`config.mk`:
```
export PLATFORM = sky130hd
export DESIGN_NAME = fp_align
export DESIGN_NICKNAME = d
export VERILOG_FILES = /design/src/rtl/fp_align.sv
export SDC_FILE = /design/constraint.sdc
export NUM_CORES = 1
export LEC_CHECK = 0
export CORE_MARGIN = 5
export CORE_UTILIZATION = 55
export DETAILED_ROUTE_END_ITERATION = 6
export PLACE_DENSITY = 0.88
export SETUP_SLACK_MARGIN = 0.5
export SLEW_MARGIN = 20
export SYNTH_ARGS = -nofsm -noshare
export SYNTH_HDL_FRONTEND = slang
export SYNTH_SLANG_ARGS = --single-unit
```
`constraint.sdc`:
```
create_clock -name clk -period 5.2 [get_ports clk]
set_clock_uncertainty 0.05 [all_clocks]
set_input_delay 0.78 -clock clk [delete_from_list [all_inputs] [get_ports clk]]
set_output_delay 0.78 -clock clk [all_outputs]
set_load 0.05 [all_outputs]
```
`src/rtl/fp_align.sv`:
```
// fp_align: pre-adder alignment stage for single-precision addition.
// Unpacks both operands, orders them by magnitude and right-shifts the
// smaller mantissa one bit per cycle while collecting a sticky bit.
// Distances beyond MAX_SHIFT, zero distances and Inf/NaN operands skip
// the serial shifter and complete in a single step.
module fp_align #(
  parameter int unsigned MAX_SHIFT = 24
) (
  input  logic        clk,
  input  logic        rst,
  input  logic        in_valid,
  output logic        in_ready,
  input  logic [31:0] a,
  input  logic [31:0] b,
  output logic        out_valid,
  input  logic        out_ready,
  output logic [7:0]  exp_max,
  output logic        sign_big,
  output logic        sign_small,
  output logic [23:0] mant_big,
  output logic [23:0] mant_small,
  output logic        sticky,
  output logic        swapped,
  output logic        special
);

  localparam logic [7:0] MAX_SHIFT_W = 8'(MAX_SHIFT);

  typedef enum logic [1:0] {
    IDLE  = 2'd0,
    SHIFT = 2'd1,
    DONE  = 2'd2
  } state_t;

  state_t      state_q, state_d;
  logic [7:0]  cnt_q, cnt_d;
  logic [7:0]  exp_max_q, exp_max_d;
  logic        sign_big_q, sign_big_d;
  logic        sign_small_q, sign_small_d;
  logic [23:0] mant_big_q, mant_big_d;
  logic [23:0] mant_small_q, mant_small_d;
  logic        sticky_q, sticky_d;
  logic        swapped_q, swapped_d;
  logic        special_q, special_d;
  logic        in_ready_q, in_ready_d;
  logic        out_valid_q, out_valid_d;

  // Unpacked operand fields and magnitude ordering.
  logic [7:0]  a_eff, b_eff, big_eff, small_eff, diff;
  logic [23:0] a_mant, b_mant, big_mant, small_mant;
  logic        b_larger, is_special;

  // Unpack both operands and pick the larger magnitude (ties go to a).
  always_comb begin
    a_eff      = (a[30:23] == 8'd0) ? 8'd1 : a[30:23];
    b_eff      = (b[30:23] == 8'd0) ? 8'd1 : b[30:23];
    a_mant     = {(a[30:23] != 8'd0), a[22:0]};
    b_mant     = {(b[30:23] != 8'd0), b[22:0]};
    b_larger   = ({b_eff, b_mant} > {a_eff, a_mant});
    is_special = (a[30:23] == 8'hFF) || (b[30:23] == 8'hFF);
    if (b_larger) begin
      big_eff    = b_eff;
      big_mant   = b_mant;
      small_eff  = a_eff;
      small_mant = a_mant;
    end else begin
      big_eff    = a_eff;
      big_mant   = a_mant;
      small_eff  = b_eff;
      small_mant = b_mant;
    end
    diff = big_eff - small_eff;
  end

  // Next-state, capture and serial-shift datapath.
  always_comb begin
    state_d      = state_q;
    cnt_d        = cnt_q;
    exp_max_d    = exp_max_q;
    sign_big_d   = sign_big_q;
    sign_small_d = sign_small_q;
    mant_big_d   = mant_big_q;
    mant_small_d = mant_small_q;
    sticky_d     = sticky_q;
    swapped_d    = swapped_q;
    special_d    = special_q;
    case (state_q)
      IDLE: begin
        if (in_valid) begin
          exp_max_d    = big_eff;
          sign_big_d   = b_larger ? b[31] : a[31];
          sign_small_d = b_larger ? a[31] : b[31];
          mant_big_d   = big_mant;
          mant_small_d = small_mant;
          swapped_d    = b_larger;
          special_d    = is_special;
          sticky_d     = 1'b0;
          cnt_d        = diff;
          if (is_special) begin
            state_d = DONE;
          end else if (diff == 8'd0) begin
            state_d = DONE;
          end else if (diff > MAX_SHIFT_W) begin
            // Everything falls off the end: resolve in one step.
            mant_small_d = 24'd0;
            sticky_d     = |small_mant;
            state_d      = DONE;
          end else begin
            state_d = SHIFT;
          end
        end else begin
          state_d = IDLE;
        end
      end
      SHIFT: begin
        mant_small_d = mant_small_q >> 1;
        sticky_d     = sticky_q | mant_small_q[0];
        cnt_d        = cnt_q - 8'd1;
        if (cnt_q == 8'd1) begin
          state_d = DONE;
        end else begin
          state_d = SHIFT;
        end
      end
      DONE: begin
        if (out_ready) begin
          state_d = IDLE;
        end else begin
          state_d = DONE;
        end
      end
      default: begin
        state_d = IDLE;
      end
    endcase
    in_ready_d  = (state_d == IDLE);
    out_valid_d = (state_d == DONE);
  end

  // State and output registers; reset discards any operation in flight.
  always_ff @(posedge clk or posedge rst) begin
    if (rst) begin
      state_q      <= IDLE;
      cnt_q        <= 8'd0;
      exp_max_q    <= 8'd0;
      sign_big_q   <= 1'b0;
      sign_small_q <= 1'b0;
      mant_big_q   <= 24'd0;
      mant_small_q <= 24'd0;
      sticky_q     <= 1'b0;
      swapped_q    <= 1'b0;
      special_q    <= 1'b0;
      in_ready_q   <= 1'b1;
      out_valid_q  <= 1'b0;
    end else begin
      state_q      <= state_d;
      cnt_q        <= cnt_d;
      exp_max_q    <= exp_max_d;
      sign_big_q   <= sign_big_d;
      sign_small_q <= sign_small_d;
      mant_big_q   <= mant_big_d;
      mant_small_q <= mant_small_d;
      sticky_q     <= sticky_d;
      swapped_q    <= swapped_d;
      special_q    <= special_d;
      in_ready_q   <= in_ready_d;
      out_valid_q  <= out_valid_d;
    end
  end

  assign in_ready   = in_ready_q;
  assign out_valid  = out_valid_q;
  assign exp_max    = exp_max_q;
  assign sign_big   = sign_big_q;
  assign sign_small = sign_small_q;
  assign mant_big   = mant_big_q;
  assign mant_small = mant_small_q;
  assign sticky     = sticky_q;
  assign swapped    = swapped_q;
  assign special    = special_q;

endmodule
```
==> out/qor.csv, run 1 <==
metric,value,unit
slew_violations,0,
postRouteWirelength,18.7,mm
antenna_left,0,
numClockSinks,73,
cts_buffer_depth,2,
synth_top_family_by_area,compound AO/OA/AOI/OAI gates,
drive_gt1_share,9.47,%
critical_path.max_fanout,8,
clk_pin_slew,80,ps
cts_root_buffer,clkbuf_8,
nets,930,
synthMuxAreaShare,0.186,%
synthToLayoutAreaGrowth,34.2,%
required,5420,ps
place_hpwl,13.6,mm
ys_seq_elements,73,
via_per_inst,6.27,
place_congestion,0.931,
hold_violations,0,
grt_pass1_wl,28.6,mm
grt_max_degree,71,
cts_tree,built,
synth_ff_type,dfrtp_1,
met3_usage,5.98,%
netlist_instances,712,
timing.fmax,218,MHz
power_density,432,nW/µm²
io_buffers,130,
netlist_area,5390,µm²
critPathArrivalTime,4800,ps
slew_headroom,20.9,%
utilization,74.7,%
outcome,"complete, no violations",
yosysUniqueCellTypes,65,
cp-end-kind,flop,
die_h,109,µm
synthAdderAreaFrac,7.85,%
synth_warnings,0,
drc,0,
grtUsageMet1,39.4,%
grtUsageMet2,50.6,%
diodes,0,
fin_setup_tns,0,ps
p_leak,3.12,nW
vdd_drop_max,0.000391,V
grt_usage,30.7,%
top_usage_layer,met2,
synth-edff-count,0,
first_pass_iters,5,
synthXorXnorAreaFrac,0.789,%
timing.hold.ws,434,ps
drt-initial-drc-count,529,
drv_cap,0,
ys_seq_area_share,33.9,%
wl_per_cell,19.4,µm
worst_slew_pin_slew,1170,ps
cts-buffers-inserted,9,
io_pins,131,
core_area,9680,µm²
syn_nets,813,
setup_viol,0,
antenna_found_initial,0,
cts.htree.levels,3,
synthArstFlopShare,100,%
yosys.area_share.simple,20.7,%
synth_area_per_cell,7.57,µm²
fin_crit_sh,88.1,%
grt_pass1_vias,5865,
row_count,36,
rsz0062_at_grt,no,
vias,6061,
initial_utilization,55.6,%
crit_type,primary input to flop,
fin_crit,4580,ps
dieArea,11900,µm²
min_path_type,flop to flop,
die_w,109,µm
clock_latency,360,ps
start_kind,primary input,
gr-total-overflow,0,
synth_compound_area_share,29.9,%
==> placed cells by master, fill, tap and decap left out, types with 3 or more instances in the layout <==
cell,netlist,layout
clkdlybuf4s50_1,0,121
a21oi_1,105,103
nand2_1,94,90
nor2_1,83,81
o21ai_0,78,78
dfrtp_1,72,72
inv_1,40,39
ha_1,33,30
a22o_1,24,24
buf_4,0,21
nor4_1,16,14
clkbuf_8,0,12
nand4_1,11,11
o211ai_1,9,9
nor3_1,13,9
dlymetal6s2s_1,0,9
nand3_1,8,8
a21o_1,6,6
nand2_2,0,4
o31ai_1,4,4
nor2b_1,5,4
o21a_1,3,3
nor4_4,1,3
nor3_2,0,3
a31oi_1,3,3
or2_2,3,3
a221oi_1,4,3
==> per-stage QoR <==
stage                     area (µm²)  worst slack [ps]  power (mW)  instances
final                           7230               619        3.12        967
after global routing            7230               484        3.28        967
after CTS                       7030               536        3.09        964
after detailed placement        6800              74.5        2.60        947
after global placement          6800               184        2.55        947
after floorplan                 5390               760        2.02        712
==> cell families after synthesis <==
family,Yosys count
mux,1
buf+inv,87
compound gates,265
fa+ha+maj,34
xor+xnor,4
simple gates,248
flops,73
==> layer usage <==
layer | wire, µm | vias to the layer above | part of all wire (%)
li1 | - | 2791 | -
met3 | 1600 | 61 | 8.5
met2 | 8980 | 335 | 48
met1 | 7530 | 2874 | 40
met4 | 615 | 0 | 3.3
met5 | 0 | - | 0
==> synth_stat cells, types with 5 or more instances <==
library cell	instances	area [µm²]
a21o_1	6	45.0
a21oi_1	105	526
a22o_1	24	210
clkbuf_1	37	139
dfrtp_1	72	1800
ha_1	33	413
inv_1	40	150
nand2_1	94	353
nand3_1	8	40.0
nand4_1	11	68.8
nor2_1	83	312
nor2b_1	5	31.3
nor3_1	13	65.1
nor4_1	16	100
o211ai_1	9	67.6
o21ai_0	78	390
==> layout make-up <==
class                           instances  area, µm²
Clock buffer                           12        165
Tap cell                              133        166
Fill cell                             733       2450
Inverter                               40        150
Multi-Input combinational cell        552       3370
Timing Repair Buffer                  153       1500
Sequential cell                        73       1830
Clock inverter                          4       50.0
==> where the power goes <==
part	internal, mW	total (mW)	switching (mW)
registers	0.764	0.910	0.146
logic	0.565	1.72	1.16
clock network	0.260	0.489	0.228
==> worst paths after layout <==
kind / start / end / slack (ps) / depth (start not counted)
max in group asynchronous: rst / exp_max[3] / 3270 / 3
min in group asynchronous: rst / mant_big[6] / 840 / 2
worst min-delay path: mant_big[7] / mant_big[7] / 430 / 2
worst max register to register: state_q[1] / sticky / 3130 / 6
worst min register to register: mant_big[7] / mant_big[7] / 430 / 2
worst max-delay path: a[28] / mant_small[10] / 620 / 16
==> flip-flops by register name, indices dropped and copies added, names as in the netlist, 2 cells and up <==
signal / flops
mant_big: 24
mant_small: 24
cnt_q: 8
exp_max: 8
state_q: 2
==> worst max-delay path: stages <==
cell and delay (ps):
clkdlybuf4s50_1 460, nor3_2 210, a21o_1 160, inv_1 70
ha_1 320, nand2_1 60, or4_4 530, nor3_4 200
nand2_2 120, o21a_4 220, or3_4 390, nand3_2 90
o2111ai_2 140, a2111o_2 630, buf_4 230, a21oi_1 170
==> repair_timing <==
action / 4_1_cts / 5_1_grt
setup endpoints to repair: 26 / 29
setup buffers: 1 / 2
cloned: 0 / 1
hold buffers: 0 / 0
pin swaps: 1 / 14
resized for setup: 1 / 39
Note: power is estimated with default switching activity, not from simulation.
==> run 2: changes to the inputs <==
--- a/config.mk
+++ b/config.mk
@@ -10,7 +10,7 @@
 export DETAILED_ROUTE_END_ITERATION = 6
 export PLACE_DENSITY = 0.88
 export SETUP_SLACK_MARGIN = 0.5
-export SLEW_MARGIN = 20
+export SLEW_MARGIN = 30
 export SYNTH_ARGS = -nofsm -noshare
 export SYNTH_HDL_FRONTEND = slang
 export SYNTH_SLANG_ARGS = --single-unit
==> out/qor.csv, run 2 (synthesis results as in run 1) <==
metric,value,unit
final_cell_mix,"clkdlybuf4s50_1, a21oi_1, nand2_1, nor2_1, o21ai_0",
critPathTopFamily,compound AO/OA/AOI/OAI gates,
slew_violations,0,
crit_chain,clkdlybuf4s50_1 -> nor4_4 -> a21o_1 -> inv_1 -> ha_1 -> nand2_1 -> or4_4 -> nor2_1 -> a211o_1 -> o21a_4 -> o211ai_1 -> xnor2_1 -> nor2_1 -> a2111o_2 -> buf_4 -> a21oi_1,
critPathArrivalTime,4860,ps
via_per_inst,6.27,
p_leak,3.05,nW
io_buffers,130,
ctsHoldBuffers,0,
r2r-end,sticky,
initial_utilization,55.6,%
setup_viol,0,
drt-initial-drc-count,434,
die_h,109,µm
cts_tree,built,
diodes,0,
r2r_slack,3100,ps
utilization,73.6,%
grt_pass1_vias,6003,
wl_per_cell,18.9,µm
top_layer_used,met4,
cts_buffer_depth,2,
fin_crit,4630,ps
r2r_start,state_q[1],
hold_end,mant_big[2],
place_inst,947,
final_cells,968,
start_kind,primary input,
postRouteWirelength,18.3,mm
fin_crit_sh,89.1,%
critPathMaxStageDelay,590,ps
grt_pass1_wl,29.1,mm
critPathBufInv,3,
die_w,109,µm
antenna_found_initial,0,
total_power,3.05,mW
drc,0,
critical_path.max_fanout,8,
clk_pin_slew,90,ps
reg2regPathDepth,6,
cp-end-kind,flop,
fin_setup_tns,0,ps
hold_depth,2,
worst_slew_pin_slew,997,ps
final_common_cell,clkdlybuf4s50_1,
min_path_type,flop to flop,
outcome,"complete, no violations",
nets,931,
drv_cap,0,
vias,6071,
dieArea,11900,µm²
timing.fmax,216,MHz
power_density,428,nW/µm²
io_pins,131,
dr_wl_met2,8.90,mm
first_pass_iters,5,
crit_path_frequent_cell,nor2_1,
core_area,9680,µm²
row_count,36,
synthToLayoutAreaGrowth,32.2,%
cts.htree.levels,3,
grt_usage,30.9,%
numClockSinks,73,
vdd_drop_max,0.000397,V
drive_gt1_share,8.74,%
place_congestion,0.931,
gr-total-overflow,0,
grt_max_degree,71,
cts_root_buffer,clkbuf_8,
antenna_left,0,
wl_met1,7.36,mm
cts-buffers-inserted,9,
critPathSlowestCell,a2111o_2,
route.met3.wl,1.55,mm
hold_violations,0,
place_hpwl,13.6,mm
crit_type,primary input to flop,
rsz0062_at_grt,yes,
clock_latency,350,ps
slew_headroom,32.7,%
required,5430,ps
hold_start,mant_big[2],
## run 2: worst max path at each step
| stage | cells after the start | slack [ps] | from | to |
|---|---|---|---|---|
| after global routing | 16 | 430 | a[24] | mant_small[9] |
| final | 16 | 570 | a[24] | mant_small[9] |
| after detailed placement | 16 | 70 | a[26] | mant_small[15] |
| after global placement | 15 | 180 | a[26] | state_q[1] |
| after floorplan | 16 | 760 | a[24] | out_valid |
| after CTS | 15 | 510 | a[26] | out_valid |
## run 2: power by group
part           internal [mW]  switching (mW)
clock network          0.197           0.226
registers              0.764           0.146
logic                  0.563            1.16
total                   1.52            1.53
## run 2: area by class of cell
type / instances / area, µm²
clock buffer: 11 / 151
timing repair buffer: 154 / 1500
sequential: 73 / 1830
multi-input combinational: 552 / 3300
fill: 739 / 2560
inverter: 40 / 150
clock inverter: 5 / 30.0
tap: 133 / 166
## run 2: per-layer routing
layer  track usage, %  vias to the layer above
met2             50.7                      320
met1             39.8                     2894
li1                 -                     2797
met5                0                        -
met3             5.62                       60
met4             13.6                        0
## run 2: what timing repair did
item / 4_1_cts / 5_1_grt
gates resized for setup: 4 / 21
setup buffers: 1 / 3
endpoints found under the setup margin: 26 / 28
pin swaps: 1 / 7
cloned: 0 / 1
## run 2: per-stage QoR
step | setup WS, ps | hold WS, ps | instance area, µm²
6_report | 569 | 428 | 7130
5_1_grt | 430 | 456 | 7130
4_1_cts | 508 | 435 | 7010
3_5_place_dp | 67.8 | 419 | 6810
3_3_place_gp | 184 | 412 | 6800
2_1_floorplan | 760 | 393 | 5390
## run 2: worst reg2reg max path, delay by kind of cell, from the launching register on
family,cells,cell delay (ps)
AND/OR/NAND/NOR,3,730
flip-flops,1,520
AO/OA/AOI/OAI,2,390
buffers and inverters,1,320
==> run 3: changes to the inputs <==
--- a/config.mk
+++ b/config.mk
@@ -5,12 +5,11 @@
 export SDC_FILE = /design/constraint.sdc
 export NUM_CORES = 1
 export LEC_CHECK = 0
-export CORE_MARGIN = 5
 export CORE_UTILIZATION = 55
 export DETAILED_ROUTE_END_ITERATION = 6
 export PLACE_DENSITY = 0.88
 export SETUP_SLACK_MARGIN = 0.5
-export SLEW_MARGIN = 30
+export SLEW_MARGIN = 5
 export SYNTH_ARGS = -nofsm -noshare
 export SYNTH_HDL_FRONTEND = slang
 export SYNTH_SLANG_ARGS = --single-unit
==> out/qor.csv, run 3 (synthesis results as in run 1) <==
metric,value,unit
outcome,"complete, no violations",
first_pass_iters,6,
grtUsageMet1,46.5,%
grt_pass1_wl,27.1,mm
final_cell_mix,"clkdlybuf4s50_1, a21oi_1, nand2_1, nor2_1, o21ai_0",
wl_per_cell,18.1,µm
clock_latency,360,ps
io_pins,131,
io_buffers,130,
via_per_inst,6.15,
nets,931,
postRouteWirelength,17.5,mm
drt-initial-drc-count,499,
met3_usage,4.65,%
top_usage_layer,met2,
cts.htree.levels,3,
cts_buffer_depth,2,
clk_pin_slew,100,ps
drv_cap,0,
hold_violations,0,
synthToLayoutAreaGrowth,33.4,%
final_cells,964,
numClockSinks,73,
required,5440,ps
utilization,76.7,%
setup_viol,0,
timing.fmax,215,MHz
slew_violations,0,
crit_type,primary input to flop,
gr-total-overflow,0,
place_inst,944,
row_count,35,
power_density,442,nW/µm²
diodes,0,
die_h,101,µm
drive_gt1_share,8.98,%
cp-end-kind,flop,
critPathSlowestCell,a2111o_2,
critPathBufInv,2,
final_common_cell,clkdlybuf4s50_1,
p_leak,3.08,nW
antenna_left,0,
critPathTopFamily,compound AO/OA/AOI/OAI gates,
antenna_found_initial,0,
vias,5933,
fin_crit,4660,ps
core_area,9370,µm²
initial_utilization,57.5,%
worst_slew_pin_slew,1250,ps
place_hpwl,12.6,mm
min_path_type,flop to flop,
drc,0,
grt_usage,34.2,%
cts_tree,built,
vdd_drop_max,0.000313,V
grt_pass1_vias,5509,
crit_chain,clkdlybuf4s50_1 -> nor4_2 -> nand3b_1 -> ha_1 -> and3_1 -> a221oi_2 -> nor2_1 -> a211o_1 -> o21a_4 -> or3_4 -> nand3_2 -> o2111ai_2 -> a2111o_2 -> buf_4 -> a21oi_1,
start_kind,primary input,
slew_headroom,16.6,%
fin_crit_sh,89.6,%
grt_max_degree,71,
critical_path.max_fanout,8,
cts_root_buffer,clkbuf_8,
ctsHoldBuffers,0,
die_w,101,µm
grtUsageMet2,57.2,%
total_power,3.18,mW
fin_setup_tns,0,ps
cts-buffers-inserted,9,
dieArea,10200,µm²
rsz0062_at_grt,no,
place_congestion,0.930,
critPathArrivalTime,4890,ps
critPathMaxStageDelay,620,ps
run 3: changes by cell type in the layout (fill, tap and decap cells not counted), moves of 2 or more:
cell,previous run,this run
bufinv_16,0,3
nor3_2,1,3
dlymetal6s2s_1,3,5
clkbuf_8,11,9
clkinv_2,3,0
run 3: timing repair:
item                                    CTS  global route
endpoints found under the hold margin     0             0
pin swaps                                 2             9
gates resized for setup                   3            25
buffers inserted                          0             3
endpoints found under the setup margin   26            28
cloned                                    0             1
run 3: final cells by class:
cell class / count / area [µm²]
flip-flops and latches: 73 / 1830
multi-input cells: 552 / 3300
well taps: 129 / 161
clock buffers: 10 / 128
clock inverters: 6 / 115
inverters: 40 / 150
fillers: 712 / 2180
repair buffers: 154 / 1500
run 3: power by group:
group	internal, mW	switching [mW]
Sequential	0.764	0.141
Clock	0.322	0.251
Combinational	0.562	1.14
run 3: per-stage QoR:
step / instance area, µm² / hold WS [ps] / setup slack, ps
finish: 7190 / 434 / 543
global route: 7190 / 462 / 428
CTS: 7070 / 438 / 529
detailed placement: 6810 / 419 / 51.8
global placement: 6810 / 411 / 193
floorplan: 5390 / 393 / 760
run 3: final timing paths:
check / start / end / slack, ps / cells past startpoint
worst max-delay path: b[28] / mant_small[14] / 540 / 15
worst min-delay path: mant_big[6] / mant_big[6] / 430 / 2
worst max register to register: state_q[0] / sticky / 2730 / 5
worst min register to register: mant_big[6] / mant_big[6] / 430 / 2
max in group asynchronous: rst / in_ready / 3240 / 3
min in group asynchronous: rst / mant_big[6] / 840 / 2
run 3: layer usage:
layer | vias to the layer above | part of all wire [%]
met1 | 2772 | 41
li1 | 2778 | -
met5 | - | 0
met2 | 335 | 47
met4 | 0 | 2.6
met3 | 48 | 8.5
run 3: worst reg2reg max path, stage by stage (launching register included):
cell and delay [ps]:
dfrtp_1 490, nor2_1 190, nand2_2 670, or2_2 620
a311oi_1 210, o2bb2ai_1 130
